File: src/rtl/ternary_threshold_packer.sv
// Thresholds each accepted preactivation to a trit, packs five trits base-3 per byte and
// OUTPUT_WIDTH/8 bytes per word. Define THRESH_PACK_STATS_EN to add per-trit-value counters.
module ternary_threshold_packer #(
    parameter int OUTPUT_WIDTH = 32,
    parameter int PREACT_WIDTH = 32,
    parameter int THRESH_WIDTH = 16
) (
    input  logic                           clk_i,
    input  logic                           rst_i,
    input  logic                           in_valid_i,
    output logic                           in_ready_o,
    input  logic signed [PREACT_WIDTH-1:0] preact_i,
    input  logic signed [THRESH_WIDTH-1:0] thresh_lo_i,
    input  logic signed [THRESH_WIDTH-1:0] thresh_hi_i,
    input  logic                           flush_i,
    output logic                           out_valid_o,
    input  logic                           out_ready_i,
    output logic [OUTPUT_WIDTH-1:0]        out_data_o,
    output logic                           out_last_o
`ifdef THRESH_PACK_STATS_EN
    ,
    output logic [15:0]                    stat_pos_o,
    output logic [15:0]                    stat_neg_o,
    output logic [15:0]                    stat_zero_o
`endif
);
    localparam int NB  = OUTPUT_WIDTH / 8;
    localparam int BCW = (NB > 1) ? $clog2(NB) : 1;
    localparam logic [BCW-1:0] LAST_BYTE = BCW'(NB - 1);

    logic [2:0]              trit_cnt_q, trit_cnt_d;
    logic [BCW-1:0]          byte_cnt_q, byte_cnt_d;
    logic [7:0]              acc_q, acc_d;
    logic [7:0]              weight_q, weight_d;
    logic [OUTPUT_WIDTH-1:0] word_q, word_d;
    logic                    out_valid_q, out_valid_d;
    logic [OUTPUT_WIDTH-1:0] out_data_q, out_data_d;
    logic                    out_last_q, out_last_d;

    logic signed [PREACT_WIDTH-1:0] lo_ext, hi_ext;
    logic [1:0]  digit;
    logic [7:0]  addend, acc_sum;
    logic        take, do_flush, emit, emit_last;
    logic [OUTPUT_WIDTH-1:0] emit_word, word_full;

    assign lo_ext     = PREACT_WIDTH'(thresh_lo_i);
    assign hi_ext     = PREACT_WIDTH'(thresh_hi_i);
    assign in_ready_o = !out_valid_q || out_ready_i;
    assign take       = in_valid_i && in_ready_o;
    assign do_flush   = flush_i && in_ready_o;

    // Digit encoding: 0 -> 0, +1 -> 1, -1 -> 2; the +1 test wins when lo > hi.
    always_comb begin
        digit = 2'd0;
        if (preact_i > hi_ext) begin
            digit = 2'd1;
        end else if (preact_i < lo_ext) begin
            digit = 2'd2;
        end
    end

    assign addend  = (digit == 2'd1) ? weight_q :
                     (digit == 2'd2) ? {weight_q[6:0], 1'b0} : 8'd0;
    assign acc_sum = acc_q + addend;

    always_comb begin
        trit_cnt_d  = trit_cnt_q;
        byte_cnt_d  = byte_cnt_q;
        acc_d       = acc_q;
        weight_d    = weight_q;
        word_d      = word_q;
        out_valid_d = out_valid_q;
        out_data_d  = out_data_q;
        out_last_d  = out_last_q;
        emit        = 1'b0;
        emit_last   = 1'b0;
        emit_word   = '0;
        word_full   = word_q | (OUTPUT_WIDTH'(acc_sum) << {byte_cnt_q, 3'b000});

        if (take) begin
            if (trit_cnt_q == 3'd4) begin
                acc_d      = 8'd0;
                weight_d   = 8'd1;
                trit_cnt_d = 3'd0;
                if (byte_cnt_q == LAST_BYTE) begin
                    emit       = 1'b1;
                    emit_word  = word_full;
                    emit_last  = do_flush;
                    word_d     = '0;
                    byte_cnt_d = '0;
                end else begin
                    word_d     = word_full;
                    byte_cnt_d = byte_cnt_q + 1'b1;
                end
            end else begin
                acc_d      = acc_sum;
                weight_d   = weight_q + {weight_q[6:0], 1'b0};
                trit_cnt_d = trit_cnt_q + 3'd1;
            end
        end

        // Untouched upper bytes of word are already zero, so OR-ing in the partial byte pads.
        if (do_flush && !emit && (trit_cnt_d != 3'd0 || byte_cnt_d != '0)) begin
            emit       = 1'b1;
            emit_last  = 1'b1;
            emit_word  = word_d | (OUTPUT_WIDTH'(acc_d) << {byte_cnt_d, 3'b000});
            word_d     = '0;
            acc_d      = 8'd0;
            weight_d   = 8'd1;
            trit_cnt_d = 3'd0;
            byte_cnt_d = '0;
        end

        if (emit) begin
            out_valid_d = 1'b1;
            out_data_d  = emit_word;
            out_last_d  = emit_last;
        end else if (out_valid_q && out_ready_i) begin
            out_valid_d = 1'b0;
        end
    end

    always_ff @(posedge clk_i or posedge rst_i) begin
        if (rst_i) begin
            trit_cnt_q  <= 3'd0;
            byte_cnt_q  <= '0;
            acc_q       <= 8'd0;
            weight_q    <= 8'd1;
            word_q      <= '0;
            out_valid_q <= 1'b0;
            out_data_q  <= '0;
            out_last_q  <= 1'b0;
        end else begin
            trit_cnt_q  <= trit_cnt_d;
            byte_cnt_q  <= byte_cnt_d;
            acc_q       <= acc_d;
            weight_q    <= weight_d;
            word_q      <= word_d;
            out_valid_q <= out_valid_d;
            out_data_q  <= out_data_d;
            out_last_q  <= out_last_d;
        end
    end

    assign out_valid_o = out_valid_q;
    assign out_data_o  = out_data_q;
    assign out_last_o  = out_last_q;

`ifdef THRESH_PACK_STATS_EN
    logic [15:0] pos_q, neg_q, zero_q;

    function automatic logic [15:0] sat_inc(input logic [15:0] v);
        return (v == 16'hFFFF) ? v : v + 16'd1;
    endfunction

    always_ff @(posedge clk_i or posedge rst_i) begin
        if (rst_i) begin
            pos_q  <= 16'd0;
            neg_q  <= 16'd0;
            zero_q <= 16'd0;
        end else if (take) begin
            if (digit == 2'd1) begin
                pos_q <= sat_inc(pos_q);
            end else if (digit == 2'd2) begin
                neg_q <= sat_inc(neg_q);
            end else begin
                zero_q <= sat_inc(zero_q);
            end
        end
    end

    assign stat_pos_o  = pos_q;
    assign stat_neg_o  = neg_q;
    assign stat_zero_o = zero_q;
`endif
endmodule
File: config.mk
export PLATFORM = sky130hd
export DESIGN_NAME = ternary_threshold_packer
export DESIGN_NICKNAME = d
export VERILOG_FILES = /design/src/rtl/ternary_threshold_packer.sv
export SDC_FILE = /design/constraint.sdc
export NUM_CORES = 1
export LEC_CHECK = 0
export BUFFER_PORTS_ARGS = -buffer_cell sky130_fd_sc_hd__buf_2
export CAP_MARGIN = 20
export CORE_MARGIN = 1
export CORE_UTILIZATION = 25
export DETAILED_ROUTE_END_ITERATION = 12
export PLACE_DENSITY = 0.49
export SLEW_MARGIN = 40
export SYNTH_ARGS = -nofsm -noshare
export SYNTH_HDL_FRONTEND = slang
export SYNTH_SLANG_ARGS = --single-unit
File: constraint.sdc
create_clock -name clk_i -period 8.6 [get_ports clk_i]
set_input_delay 1.29 -clock clk_i [delete_from_list [all_inputs] [get_ports clk_i]]
set_output_delay 1.29 -clock clk_i [all_outputs]
set_load 0.05 [all_outputs]
==> run metrics <==
Worst Path Required=roughly 9 ns; final setup vio count=0; largest net degree at the start of global routing=between 80 and 90; RSZ-0062 raised after global routing=no; WL final=around 19000 um; most common cell after layout, fill and taps aside=buf_2; total power=2.19 mW; antenna-violating nets left=0; relative slew slack=between 40% and 50%; CP max FO=17; PortBufs=~100; CP arrival=~6.5 ns; leading cell types in the layout, fill and taps excluded=buf_2, a21oi_1, nor2_1; global-route wire length before repair=30400 um; Yosys cell types=66; CTS tree=done; H-tree level count=3; Routed WL per cell=about 16 um; synthesized area per cell=approximately 8.4 um2; die width=~160 um; final global-route overflow total=0; DR DRC count=0; cts bufs inserted=9; outcome=finished, final reports clean; Worst-Skew Late Latency=0.35 ns; PwrDens=between 200 and 300 mW/mm2; final hold vios=0; Clock Path Buffers=2; die height=around 160 um; number of global-route vias before repair=5776; Yosys reg bits=just under 90; clk slew on worst S/H paths=approximately 0.060 ns; Final period util=approximately 72%; share of layout cells above drive strength 1=between 15 and 20%; Peak VDD IR=roughly 150 uV; asr flop ratio synth=between 90% and 100%; Initial Util=25.4%; Initial DRC Count=351; setup TNS=0 ns; max_cap viols=0; Netlist Area Pre-Place=0.00639 mm2; Final Wtd Congestion=~0.81; # rows=just under 60; # resized after CTS=0; Least-Margin Pin Slew=0.800 ns; Via-to-Cell Ratio=4.91; synth warn=0; num ports=approximately 100; die area=between 0.02 and 0.03 mm2; Sink Count=87; cell count after synthesis=about 760; Leak=3.56 nW; kind of end point of the critical path=flop; DRT Pass-1 Iters=5; syn nets=909; post-CTS setup buffer count=0; Seq/Total Area, Yosys=roughly a third; initial antenna violation count=0; Fillers=around 2800; Hold/Removal Path Class=reg2reg; area grow syn2layout=17.7%; gr usage total=14.8%; Post-synth EDFFs=0; Critical Path Source Type=input pin; # nets final=993; fin. max-slew vios=0; Detail Placement HPWL=about 14000 um; Tmin final=6.22 ns; f_max=161 MHz; kind of critical path=in2reg; DR vias=about 5800; ys flop type=dfrtp_1; CTS Hold Bufs=0; Root Driver=clkbuf_16; Core Area=roughly 0.025 mm2; diodes inserted=0; Setup Skew=about 0.006 ns
==> metrics by stage <==
stage | cells | utilization, % | area [um2] | worst slack (ns) | hold slack (ns)
6_report | 1177 | 29.9 | 7520 | 2.38 | 0.502
5_1_grt | 1177 | 29.9 | 7520 | 1.88 | 0.521
4_1_cts | 1177 | 29.9 | 7500 | 2.41 | 0.508
3_5_place_dp | 1162 | 28.6 | 7190 | 2.07 | 0.492
3_3_place_gp | 1161 | 28.6 | 7170 | 2.15 | 0.480
2_1_floorplan | 759 | - | 6390 | 2.90 | 0.463
==> registers in the layout, summed over array words and instances, names as in the netlist <==
name	count
out_valid_o	1
out_last_o	1
word_q	32
weight_q	8
byte_cnt_q	2
acc_q	8
out_data_o	32
trit_cnt_q	3
==> worst max-delay path, cell delays in order <==
cell      delay, ns
buf_2          0.10
inv_1          0.40
ha_1           0.35
nand4_1        0.13
nor2_1         0.06
a221o_1        0.32
o31a_1         0.33
or3_4          0.39
nand2_1        0.36
and2_1         0.20
ha_1           0.16
inv_1          0.05
fa_1           0.42
nor2b_1        0.13
o21ai_1        0.07
nand2b_1       0.15
a21o_1         0.14
a21oi_1        0.07
xnor2_1        0.64
mux2i_1        0.22
o311a_1        0.34
o22ai_1        0.16
==> report_power, final <==
| group | total (mW) | internal, mW | leakage, nW | switching (mW) |
|---|---|---|---|---|
| registers | 0.608 | 0.521 | 1.13 | 0.0869 |
| logic | 1.16 | 0.354 | 2.27 | 0.810 |
| clock network | 0.422 | 0.260 | 0.155 | 0.162 |
==> layout make-up <==
type / instances / area, um2 / area share, %
Inverter: 47 / 179 / 2.38
Timing Repair Buffer: 109 / 562 / 7.47
Sequential cell: 87 / 2180 / 29.0
Tap cell: 330 / 413 / 5.49
Clock inverter: 4 / 70.1 / 0.932
Multi-Input combinational cell: 589 / 3870 / 51.5
Clock buffer: 11 / 243 / 3.23
==> kinds of logic after synthesis <==
family,count (synthesis),synth area share [%]
XOR/XNOR,15,2.06
AO/OA/AOI/OAI,267,25.7
flip-flops,87,34.1
AND/OR/NAND/NOR,223,15.9
adder cells (fa/ha/maj),81,16.1
multiplexers,3,0.470
buffers and inverters,83,5.62
==> final timing paths <==
path,startpoint,endpoint,slack [ns],depth (start not counted)
setup reg to reg,trit_cnt_q[0],out_data_o[23],4.64,11
max in group asynchronous,rst_i,out_data_o[31],6.56,3
hold / removal,out_last_o,out_last_o,0.50,2
setup / recovery,thresh_hi_i[15],out_data_o[6],2.38,22
min in group asynchronous,rst_i,out_data_o[19],0.99,2
hold reg to reg,out_last_o,out_last_o,0.50,2
==> Yosys cell counts (4+ instances only) <==
cell type  instances  area, um2
a221o_1            4       40.0
and2_1             6       37.5
a21oi_1           97        485
o22ai_1            6       37.5
o21ai_1           14       70.1
a21o_1            11       82.6
buf_2             10       50.1
a22o_1             5       43.8
nor3_1             7       35.0
nor2_1            88        330
ha_1              79        988
nand2_1           68        255
a22oi_1            9       67.6
o211ai_1          36        270
nand4_1            9       56.3
nor4_1             4       25.0
xnor2_1            9       78.8
nor2b_1            7       43.8
dfrtp_1           86       2150
inv_1             47        176
xor2_1             6       52.6
nand3_1           12       60.1
clkbuf_1          19       71.3
o21ai_0           55        275
==> routing by layer <==
metal  global-route usage [%]  part of all wire [%]  routed length, um
met3                     2.96                   4.3                803
met1                     20.3                    48               9070
met2                     23.8                    46               8660
met4                     3.26                   1.3                245
met5                        0                     0                  0
Power figures use the tool's default switching activity.
